===== src/rtl/store_buffer.sv =====
// rtl/store_buffer.sv - store-drain FIFO between the MEM stage and the data memory port
//
// Queues committed stores and drains them one per cycle into the data memory
// whenever a load does not need the port. Loads whose word index matches a
// pending store are stalled until that store has drained.
//
// Ports:
//   clock, reset             pipeline clock, asynchronous active-high reset
//   st_valid/st_addr/st_data/st_ls_bit, st_ready    store request from MEM
//   ld_valid/ld_addr/ld_ls_bit, ld_stall            load request from MEM
//   mem_we/mem_addr/mem_wdata/mem_ls_bit            data memory port
//   sb_count, sb_empty                              occupancy status
module store_buffer #(
    parameter int DEPTH = 4
) (
    input  logic                     clock,
    input  logic                     reset,
    input  logic                     st_valid,
    input  logic [31:0]              st_addr,
    input  logic [31:0]              st_data,
    input  logic [1:0]               st_ls_bit,
    output logic                     st_ready,
    input  logic                     ld_valid,
    input  logic [31:0]              ld_addr,
    input  logic [1:0]               ld_ls_bit,
    output logic                     ld_stall,
    output logic                     mem_we,
    output logic [31:0]              mem_addr,
    output logic [31:0]              mem_wdata,
    output logic [1:0]               mem_ls_bit,
    output logic [$clog2(DEPTH):0]   sb_count,
    output logic                     sb_empty
);

    localparam int PW = $clog2(DEPTH);
    localparam logic [PW:0] FULL_COUNT = (PW + 1)'(DEPTH);

    logic [31:0]    addr_q [DEPTH];
    logic [31:0]    data_q [DEPTH];
    logic [1:0]     size_q [DEPTH];

    logic [PW-1:0]  head;
    logic [PW-1:0]  tail;
    logic [PW:0]    count;

    logic [DEPTH-1:0] entry_live;
    logic [DEPTH-1:0] entry_hit;
    logic             ld_conflict;
    logic             load_grant;
    logic             push;
    logic             pop;

    // An array slot holds a queued store when its distance from head, modulo
    // DEPTH, is below the occupancy. Pointers are exactly PW bits wide, so the
    // subtraction wraps for free.
    always_comb begin
        entry_live = '0;
        entry_hit  = '0;
        for (int i = 0; i < DEPTH; i++) begin
            entry_live[i] = ({1'b0, PW'(i) - head} < count);
            entry_hit[i]  = entry_live[i] && (addr_q[i][11:2] == ld_addr[11:2]);
        end
    end

    // Word-index match only: a byte store into a word blocks any load of that
    // word, which is conservative but keeps the compare narrow.
    assign ld_conflict = ld_valid && (|entry_hit);
    assign ld_stall    = ld_conflict;

    assign st_ready   = (count < FULL_COUNT);
    assign push       = st_valid && st_ready;
    assign load_grant = ld_valid && !ld_conflict;
    assign pop        = !load_grant && (count != '0);

    // Port arbitration: a non-conflicting load owns the port, otherwise the
    // oldest store drains, otherwise the port idles at zero.
    always_comb begin
        mem_we     = 1'b0;
        mem_addr   = 32'h0;
        mem_wdata  = 32'h0;
        mem_ls_bit = 2'b00;
        if (load_grant) begin
            mem_addr   = ld_addr;
            mem_ls_bit = ld_ls_bit;
        end else if (count != '0) begin
            mem_we     = 1'b1;
            mem_addr   = addr_q[head];
            mem_wdata  = data_q[head];
            mem_ls_bit = size_q[head];
        end
    end

    // Entry payload carries no reset; validity comes from head/count alone.
    always_ff @(posedge clock) begin
        if (push) begin
            addr_q[tail] <= st_addr;
            data_q[tail] <= st_data;
            size_q[tail] <= st_ls_bit;
        end
    end

    always_ff @(posedge clock or posedge reset) begin
        if (reset) begin
            head  <= '0;
            tail  <= '0;
            count <= '0;
        end else begin
            if (push) begin
                tail <= tail + 1'b1;
            end
            if (pop) begin
                head <= head + 1'b1;
            end
            case ({push, pop})
                2'b10:   count <= count + 1'b1;
                2'b01:   count <= count - 1'b1;
                default: count <= count;
            endcase
        end
    end

    assign sb_count = count;
    assign sb_empty = (count == '0);

endmodule


===== config.mk =====
export PLATFORM = sky130hd
export DESIGN_NAME = store_buffer
export DESIGN_NICKNAME = d
export VERILOG_FILES = /design/src/rtl/store_buffer.sv
export SDC_FILE = /design/constraint.sdc
export NUM_CORES = 1
export LEC_CHECK = 0
export CAP_MARGIN = 0
export CORE_MARGIN = 1
export CORE_UTILIZATION = 55
export DETAILED_ROUTE_END_ITERATION = 12
export PLACE_DENSITY_LB_ADDON = 0.25
export SYNTH_ARGS = -nofsm -noshare
export SYNTH_HDL_FRONTEND = slang
export SYNTH_SLANG_ARGS = --single-unit

===== constraint.sdc =====
create_clock -name clock -period 7.6 [get_ports clock]
set_input_delay 1.14 -clock clock [delete_from_list [all_inputs] [get_ports clock]]
set_output_delay 1.14 -clock clock [all_outputs]
set_load 0.03 [all_outputs]

Word-level counts from Yosys, hierarchy flattened

Memories as Yosys holds them, arrays and structs flattened.
Cells that the tools add are included.

Word-level logic and storage cells: 50
RAM bits: 264
Output and inout port bits: 73
Bits in registers: 7
Memories: 3

Memory list:

| name   | depth | bits a word | rd ports | clocked after memory_dff | wr ports | line | source |
|---|---|---|---|---|---|---|---|
| addr_q | 4     | 32          | 5        | 0                        | 1        | 38   | `logic [31:0] addr_q [DEPTH];` |
| data_q | 4     | 32          | 1        | 0                        | 1        | 39   | `logic [31:0] data_q [DEPTH];` |
| size_q | 4     | 2           | 1        | 0                        | 1        | 40   | `logic [1:0] size_q [DEPTH];` |

Multiplexer cells: 11
$add $sub $neg: 8
Equal/unequal tests: 6
Reduce and logical (&&, ||, !) cells: 14
$lt $le $gt $ge: 5

Operators by type and width:

| operator                                                              | count |
|---|---|
| 32-bit two-way mux                                                    | 4 |
| 10-bit equality test                                                  | 4 |
| 2-bit by 3-bit less-than comparator with 1-bit output                 | 4 |
| 1-bit logical AND                                                     | 8 |
| 3-bit case mux with 2 select lines                                    | 1 |
| 2-bit by 1-bit adder with 2-bit output, second input constant         | 2 |
| 1-bit two-way mux                                                     | 4 |
| 2-bit two-way mux                                                     | 2 |
| 4-bit OR reduction                                                    | 1 |
| 1-bit by 2-bit subtractor with 2-bit output, first input constant     | 2 |
| 2-bit subtractor, first input constant                                | 2 |
| 3-bit by 1-bit adder with 3-bit output, second input constant         | 1 |
| 3-bit logical NOT                                                     | 1 |
| 3-bit less-than comparator, second input constant                     | 1 |
| 3-bit nonzero test                                                    | 1 |
| 3-bit by 1-bit subtractor with 3-bit output, second input constant    | 1 |
| 2-bit by 1-bit equality test with 1-bit output, second input constant | 1 |
| 2-bit equality test, second input constant                            | 1 |
| 1-bit logical NOT                                                     | 2 |
| 2-bit nonzero test                                                    | 1 |

Longest topological paths before layout

Gate-level depths: netlist (run 1).

Word-level depth: 11
Gate-level depth with buffers: 18
Depth with buffers taken out: 14

Worst setup path after synthesis (run 1)

OpenSTA, ideal clock, no wires.

Path type: input port to output port
Start point: input ld_addr[4]
End point: output mem_addr[10]
Stages on the path: 9
Slack: 3.383 ns
Arrival: 3.077 ns
Cell sequence: buf_2 xor2_1 nor4_2 o21ai_1 o41ai_4 nor3_2 buf_6 buf_12 mux2i_1

Word-level cells in the longest chain between the ends: 7

Ends and longest elaborated chain:

| what                 | line | source |
|---|---|---|
| from (decl)          | 24   | `input logic [31:0] ld_addr,` |
| 10-bit equality test | 61   | `entry_hit[i] = entry_live[i] && (addr_q[i][11:2] == ld_addr[11:2]);` |
| 1-bit logical AND    | 61   |  |
| 4-bit OR reduction * | 67   | `assign ld_conflict = ld_valid && (\|entry_hit);` |
| 1-bit logical AND *  | 67   |  |
| 1-bit logical NOT *  | 72   | `assign load_grant = ld_valid && !ld_conflict;` |
| 1-bit logical AND *  | 72   |  |
| 32-bit two-way mux * | 82   | `if (load_grant) begin` |
| to (decl)            | 28   | `output logic [31:0] mem_addr,` |

Mark *: on every way between the ends. The rest lies on a longest branch, timed or not.

Worst setup path after layout (run 1)

Start point: register head[1]
End point: output mem_wdata[14]

Word-level cells in the longest chain between the ends: 8

Ends and longest elaborated chain:

| what                                                                                   | line | source |
|---|---|---|
| from (decl)                                                                            | 42   | `logic [PW-1:0] head;` |
| from (signal assigned)                                                                 | 112  | `head <= head + 1'b1;` |
| 1-bit by 2-bit subtractor with 2-bit output / 2-bit subtractor (equally long branches) | 60   | `entry_live[i] = ({1'b0, PW'(i) - head} < count);` |
| 2-bit by 3-bit less-than comparator with 1-bit output                                  | 60   |  |
| 1-bit logical AND                                                                      | 61   |  |
| 4-bit OR reduction                                                                     | 67   |  |
| 1-bit logical AND                                                                      | 67   |  |
| 1-bit logical NOT                                                                      | 72   |  |
| 1-bit logical AND                                                                      | 72   |  |
| 32-bit two-way mux *                                                                   | 82   |  |
| to (decl)                                                                              | 29   | `output logic [31:0] mem_wdata,` |

Marks and branches as above.

==> impl_metrics.toml, run 1 <==
[yosys]
muxShareOfSynthArea_pct = 16.0
netlist_area_um2 = 11500
postSynthAreaPerCell_um2 = 18.6
synth_fa_ha_area_share_pct = 1.16
syn_inst = 617
yosysSeqAreaShare_pct = 70.7
yosys_warnings = 0
yosysUniqueCellTypes = 31
synth_top_family_by_area = "multiplexers"
synthXorXnorAreaFrac_pct = 3.59
syn_nets = 731
synth-simple-area-share_pct = 4.21
synth_compound_area_share_pct = 0.884
synth-seq-cells = 271

[clocking]
ctsHoldBuffers = 0
insertion_delay_ps = 510
cts_sinks = 271
htree_levels = 1
cts_setup_buffers = 0
cts.path.max_buffers = 3
numCtsBuffers = 27
clk_pin_slew_ps = 60
tritoncts = "done"
cts_root_buffer = "clkbuf_16"
ctsResizeCount = 0

[power_and_ir_drop]
ir_drop_v = 0.000261
power_per_cell_area_nw_per_um2 = 355
p_leak_nw = 4.99

[hold_path]
holdPathStages = 1
hold_class = "reg -> reg"

[die]
dieArea_um2 = 21400
core_um2 = 20400
die_h_um = 146
die_w_um = 146
top_level_ports = 177
rows = 52
initial_core_util_pct = 56.3

[route]
ant_nets = 0
post_drt_wl_per_cell_um = 20.5
first_iter_violations = 355
via_per_inst = 5.54
drc = 0
drt-total-wl_um = 22100
vias = 5981
drtPass1Iterations = 4

[critical_path]
rr_worst_depth = 14
arrival_ps = 4610
crit_type = "reg -> out"
path_cells = "xor2_1 -> ha_1 -> a21oi_1 -> o21ai_0 -> o21ai_0 -> o31ai_4 -> buf_4 -> nor2b_1 -> clkdlybuf4s50_1"
slowest_stage = "dfrtp_4"
start_kind = "flip-flop"
critPathMaxFanout = 70
cp_common_cell = "o21ai_0"
max_stage_delay_ps = 1120
required_ps = 6460
crit_path_end_kind = "primary output"

[finish]
antenna_cells = 0
multiInputGateArea_um2 = 2990
final_cell_mix = "edfxtp_1 (264), clkdlybuf4s50_1 (176), mux4_2 (66)"
final_util_pct = 69.8
nets = 903
regArea_um2 = 8110
fillers = 1315
drive_above_1_share_pct = 14.3
mostFrequentLayoutCell = "edfxtp_1"
finalNonFillerCells = 1079
syn2layout_area_growth_pct = 24.0

[timing]
hold_viol = 0
fin_tns_setup_ps = 0
tightest_slew_ps = 1100
period_share_pct = 75.7
drv_slew = 0
finClkSkew_ps = 7.77
fmax_ghz = 0.174
setup_viol = 0
rsz0062_at_grt = "false"
fin_crit_ps = 5750
slew_headroom_pct = 26.4
setup_ws_ps = 1850

[status]
status = "complete, no violations"

[global_routing]
grt_pass1_wl_um = 35200
grtUsageTotal_pct = 21.3
grt_pass1_vias = 6586
grt-ovfl-total = 0
grt_max_degree = 71
antenna_found_initial = 0

[placed_design]
dp_slack_ps = 2070
dp.cells = 1030
hpwl_um = 12900
io_buffers = 176
gp_congestion = 0.806

[run]
maxCapViolations = 0
-- flip-flops by register name, summed over array words and instances, names as in the netlist --
register / count
head: 2
tail: 2
size_q: 8
data_q: 128
sb_count: 3
addr_q: 128
-- cell usage after synthesis, drive strengths merged --
library cell,instances,area share (%)
and2b,5,0.33
o311ai,1,0.076
nor2b,28,1.5
a21boi,1,0.065
nor4,7,0.44
dfrtp,7,1.5
mux4,66,13
nand2b,1,0.055
nor2,5,0.16
and2,4,0.22
nand3,2,0.087
mux2i,35,3.1
a21oi,3,0.13
xor2,36,2.7
nand4,3,0.16
edfxtp,264,69
o31ai,1,0.11
nor3,1,0.087
inv,47,1.5
nand2,35,1.1
clkbuf,16,0.52
o41ai,1,0.24
o21ai,6,0.26
ha,9,0.98
fa,1,0.17
buf,21,1.4
xnor2,11,0.84
-- worst max-delay path: cells and delay by family, from the launching register on --
kind,cells,cell delay (ps)
adder cells (fa/ha/maj),1,340
AND/OR/NAND/NOR,1,270
flip-flops,1,1120
AO/OA/AOI/OAI,4,1140
buffers and inverters,2,1020
XOR/XNOR,1,200
-- cell families (layout without fill, tap and decap cells) --
kind of cell | count (synthesis) | after routing
AOI/OAI and AO/OA | 13 | 13
and+or+nand+nor | 91 | 91
buffers and inverters | 84 | 276
adders and majority gates | 10 | 10
muxes | 101 | 101
DFF | 271 | 271
xor gates and xnor gates | 47 | 47
-- metal layers --
metal  GRT usage (%)  part of all wire (%)  vias up
li1                -                     -     2699
met1            27.3                    41     3047
met2            37.7                    51      196
met3            4.44                   6.3       39
met4            4.90                   1.9        0
met5               0                     0        -
-- where the power goes --
group          total (W)  switching [W]  internal, W
combinational    0.00174       0.000896     0.000841
clock            0.00123       0.000520     0.000707
sequential       0.00209       0.000204      0.00188
total            0.00505        0.00162      0.00343
-- through the flow --
step | power, W | hold WS (ps) | area, µm²
after floorplan | 0.00324 | 580 | 11500
after global placement | 0.00383 | 560 | 13400
after detailed placement | 0.00387 | 588 | 13400
after CTS | 0.00510 | 597 | 14200
after global routing | 0.00527 | 621 | 14200
final | 0.00505 | 593 | 14200
-- final cells by class --
cell class	count	area share, %
clock buffers	39	5.21
inverters	47	1.24
flip-flops and latches	271	57.0
multi-input cells	262	21.0
repair buffers	180	12.6
well taps	270	2.38
clock inverters	10	0.502
-- path summary, 6_finish.rpt --
path / endpoint / slack, ps / startpoint
hold / removal: sb_count[0] / 590 / sb_count[0]
setup reg to reg: sb_count[2] / 3280 / head[1]
setup / recovery: mem_wdata[14] / 1850 / head[1]
hold reg to reg: sb_count[0] / 590 / sb_count[0]
max in group asynchronous: head[0] / 6500 / reset
min in group asynchronous: sb_count[2] / 860 / reset
No activity file was read; power rests on OpenSTA's default activity.
==> inputs of run 2 (changes only) <==
--- a/config.mk
+++ b/config.mk
@@ -7,7 +7,7 @@
 export LEC_CHECK = 0
 export CAP_MARGIN = 0
 export CORE_MARGIN = 1
-export CORE_UTILIZATION = 55
+export CORE_UTILIZATION = 49
 export DETAILED_ROUTE_END_ITERATION = 12
 export PLACE_DENSITY_LB_ADDON = 0.25
 export SYNTH_ARGS = -nofsm -noshare
==> constraint.sdc (replaced) <==
create_clock -name clock -period 4.85 [get_ports clock]
set_input_delay 0.7275 -clock clock [delete_from_list [all_inputs] [get_ports clock]]
set_output_delay 0.7275 -clock clock [all_outputs]
set_load 0.03 [all_outputs]
==> impl_metrics.toml, run 2 (same netlist as run 1, synthesis figures left out) <==
[critical_path]
start_kind = "primary input"
arrival_ps = 3910
crit_path_end_kind = "primary output"
crit_type = "in -> out"
required_ps = 4120
crit_path_start = "ld_addr[3]"
regToRegStartpoint = "head[0]"
critPathMaxFanout = 34

[global_routing]
antenna_found_initial = 1
grt-ovfl-total = 0
grt_max_degree = 67
grtUsageTotal_pct = 19.2
grt_pass1_vias = 6508
grt_pass1_wl_um = 35200

[finish]
mostFrequentLayoutCell = "edfxtp_1"
drive_above_1_share_pct = 15.1
final_cell_mix = "edfxtp_1 (264), clkdlybuf4s50_1 (176), mux4_2 (66)"
nets = 909
syn2layout_area_growth_pct = 26.2
largestRegisters = "addr_q (128), data_q (128), size_q (8)"

[timing]
fin_tns_setup_ps = 0
fmax_ghz = 0.216
finClkSkew_ps = 19.0
drv_slew = 0
rsz0062_at_grt = "false"
setup_ws_ps = 213
hold_viol = 0
fin_crit_ps = 4640
setup_viol = 0
period_share_pct = 95.6
tightest_slew_ps = 1070
slew_headroom_pct = 28.5

[clocking]
cts.path.max_buffers = 3
cts_sinks = 271
cts_root_buffer = "clkbuf_16"
ctsHoldBuffers = 0
tritoncts = "done"
htree_levels = 1
insertion_delay_ps = 530
numCtsBuffers = 27
clk_pin_slew_ps = 60

[die]
core_um2 = 22800
initial_core_util_pct = 50.3
dieArea_um2 = 24000
top_level_ports = 177
rows = 55
die_h_um = 155
die_w_um = 155

[placed_design]
hpwl_um = 13300
dp_slack_ps = 125
gp_congestion = 0.743
io_buffers = 176

[power_and_ir_drop]
ir_drop_v = 0.000420
p_leak_nw = 5.08
power_per_cell_area_nw_per_um2 = 563

[route]
post_drt_wl_per_cell_um = 19.7
ant_nets = 0
first_iter_violations = 270
drt-total-wl_um = 22200
drc = 0
via_per_inst = 5.21
drtPass1Iterations = 4
vias = 5872

[run]
maxCapViolations = 0

[status]
status = "complete, no violations"

[hold_path]
hold_class = "in -> async"
## run 2: worst paths after layout
| kind | to | slack [ps] | cells after the start |
|---|---|---|---|
| min in group clock | sb_count[0] | 610 | 1 |
| max in group asynchronous | head[1] | 4120 | 2 |
| setup / recovery | mem_wdata[1] | 210 | 9 |
| setup reg to reg | sb_count[2] | 1270 | 15 |
| hold reg to reg | sb_count[0] | 610 | 1 |
| hold / removal | sb_count[0] | 470 | 2 |
## run 2: routing by layer
metal / vias up / share of wire (%) / track usage (%)
met5: - / 0.072 / 0
met4: 2 / 1.8 / 4.48
met3: 38 / 6.8 / 4.71
met2: 162 / 50 / 33.4
met1: 2963 / 41 / 24.5
li1: 2707 / - / -
## run 2: report_power, final
group / switching (W) / leakage (nW) / total (W) / internal, W
clock: 0.000820 / 0.446 / 0.00215 / 0.00133
combinational: 0.00158 / 2.16 / 0.00291 / 0.00133
sequential: 0.000126 / 2.48 / 0.00308 / 0.00295
total: 0.00253 / 5.08 / 0.00814 / 0.00561
## run 2: cell type report
class | instances | area (µm²)
tap | 313 | 392
clock buffer | 30 | 687
multi-input combinational | 262 | 2990
fill | 1569 | 8310
timing repair buffer | 186 | 1870
sequential | 271 | 8110
clock inverter | 18 | 236
antenna | 1 | 2.50
inverter | 47 | 176
## run 2: per-stage QoR
step | hold slack, ps | instance area, µm² | power [W] | utilization [%] | std cells
finish | 465 | 14500 | 0.00814 | 63.5 | 1128
detailed placement | 595 | 13500 | 0.00608 | 59.2 | 1076
global route | 463 | 14500 | 0.00853 | 63.5 | 1127
floorplan | 531 | 11500 | 0.00507 | - | 617
CTS | 446 | 14500 | 0.00825 | 63.5 | 1127
global placement | 574 | 13500 | 0.00603 | 59.2 | 1076
## run 2: critical path, stage by stage
cell and delay [ps]:
clkdlybuf4s50_1 550, xor2_1 230, nor4_2 280, o21ai_1 150, o41ai_4 500, o31ai_4 110
buf_4 310, nor2b_1 290, clkdlybuf4s50_1 740
## run 2: timing repair
action                     in CTS  in global routing
setup buffers                   3                  0
setup endpoints to repair      22                  0
gates resized for setup         0                  0
==> inputs of run 3 (changes only) <==
--- a/config.mk
+++ b/config.mk
@@ -5,9 +5,11 @@
 export SDC_FILE = /design/constraint.sdc
 export NUM_CORES = 1
 export LEC_CHECK = 0
+export ABC_AREA = 0
 export CAP_MARGIN = 0
 export CORE_MARGIN = 1
-export CORE_UTILIZATION = 49
+export CORE_UTILIZATION = 50
+export CTS_BUF_LIST = sky130_fd_sc_hd__clkbuf_2
 export DETAILED_ROUTE_END_ITERATION = 12
 export PLACE_DENSITY_LB_ADDON = 0.25
 export SYNTH_ARGS = -nofsm -noshare
==> impl_metrics.toml, run 3 (same netlist as run 1, synthesis figures left out) <==
[global_routing]
grtUsageTotal_pct = 20.2
grt_pass1_vias = 6755
grt_max_degree = 67
grt-ovfl-total = 0
groute.layer.met3.usage_pct = 5.78
antenna_found_initial = 1
grt_use_met1_pct = 24.1
grt_pass1_wl_um = 35900
grt_util_met2_pct = 34.8
gr-max-usage-layer = "met2"

[clocking]
clk_pin_slew_ps = 90
cts.path.max_buffers = 3
cts_setup_buffers = 0
cts_sinks = 271
tritoncts = "done"
numCtsBuffers = 68
htree_levels = 3
cts_root_buffer = "clkbuf_2"
insertion_delay_ps = 740

[timing]
period_share_pct = 95.4
finClkSkew_ps = 43.2
fin_crit_ps = 4630
hold_viol = 0
setup_viol = 0
drv_slew = 0
fin_tns_setup_ps = 0
fmax_ghz = 0.216
tightest_slew_ps = 1070
rsz0062_at_grt = "false"
slew_headroom_pct = 29.0

[critical_path]
crit_type = "reg -> out"
required_ps = 4120
reg2reg_to = "sb_count[2]"
critPathMaxFanout = 34
arrival_ps = 3900
r2r_setup_slack_ps = 1410
start_kind = "flip-flop"
regToRegStartpoint = "head[0]"
rr_worst_depth = 15
crit_path_end_kind = "primary output"

[finish]
mostFrequentLayoutCell = "edfxtp_1"
final_util_pct = 62.2
fillers = 1651
multiInputGateArea_um2 = 3000
nets = 946
final_cell_mix = "edfxtp_1 (264), clkdlybuf4s50_1 (162), clkbuf_2 (98)"
regArea_um2 = 8110
syn2layout_area_growth_pct = 22.3
drive_above_1_share_pct = 20.9
largestRegisters = "addr_q (128), data_q (128), size_q (8)"

[status]
status = "complete, no violations"

[die]
core_um2 = 22600
die_h_um = 153
top_level_ports = 177
dieArea_um2 = 23500
initial_core_util_pct = 50.8
rows = 55
die_w_um = 153

[route]
drtPass1Iterations = 5
drt-total-wl_um = 22900
ant_nets = 0
vias = 6136
via_per_inst = 5.30
first_iter_violations = 335
drc = 0
post_drt_wl_per_cell_um = 19.8

[placed_design]
hpwl_um = 13400
io_buffers = 176
gp_congestion = 0.758

[power_and_ir_drop]
ir_drop_v = 0.000361
p_leak_nw = 5.24
power_per_cell_area_nw_per_um2 = 523

[hold_path]
hold_class = "in -> async"

[run]
maxCapViolations = 0
==> run 3: layout make-up <==
cell class                      instances  area share, %
Clock buffer                           98           3.50
Multi-Input combinational cell        262           21.4
Sequential cell                       271           57.8
Clock inverter                         12          0.321
Inverter                               47           1.26
Timing Repair Buffer                  182           13.2
Antenna cell                            1         0.0178
Tap cell                              285           2.54
==> run 3: how the worst max path moves through the flow <==
| stage | start | end |
|---|---|---|
| final | head[0] | mem_wdata[7] |
| after global routing | head[0] | mem_wdata[7] |
| after CTS | head[0] | mem_addr[28] |
| after detailed placement | ld_addr[3] | mem_wdata[31] |
| after global placement | ld_addr[3] | mem_wdata[7] |
| after floorplan | head[0] | sb_count[2] |
==> run 3: power by group <==
part | internal, W | leakage [nW] | switching, W
Clock | 0.000529 | 0.429 | 0.000832
Sequential | 0.00295 | 2.48 | 0.000130
Combinational | 0.00132 | 2.33 | 0.00159
Total | 0.00480 | 5.24 | 0.00255
==> run 3: routing by layer <==
metal,share of wire [%],vias to the layer above
li1,-,2824
met1,40,3058
met2,51,222
met3,7.2,32
met4,1.6,0
met5,0,-
==> run 3: critical path, cell delays in order, from the launching register on <==
cell	delay (ps)
dfrtp_4	570
xor2_1	240
inv_1	70
ha_1	270
a21oi_1	120
o21ai_1	100
o41ai_4	450
o31ai_4	130
buf_6	250
nor2b_1	220
clkdlybuf4s50_1	710
==> run 3: timing repair <==
action                     in CTS  in global routing
gates resized for setup         1                 16
pin swaps                       1                  0
hold buffers                    0                  0
setup endpoints to repair       7                 49
==> run 3: metrics by stage <==
| stage | hold WS (ps) | total power, W | worst slack (ps) | area (µm²) | std cells |
|---|---|---|---|---|---|
| CTS | 92.2 | 0.00747 | 18.6 | 14000 | 1157 |
| detailed placement | 616 | 0.00609 | 300 | 13400 | 1047 |
| global placement | 572 | 0.00602 | 355 | 13400 | 1047 |
| floorplan | 531 | 0.00507 | 1030 | 11500 | 617 |
| finish | 192 | 0.00734 | 222 | 14000 | 1158 |
| global route | 131 | 0.00776 | 14.1 | 14000 | 1158 |
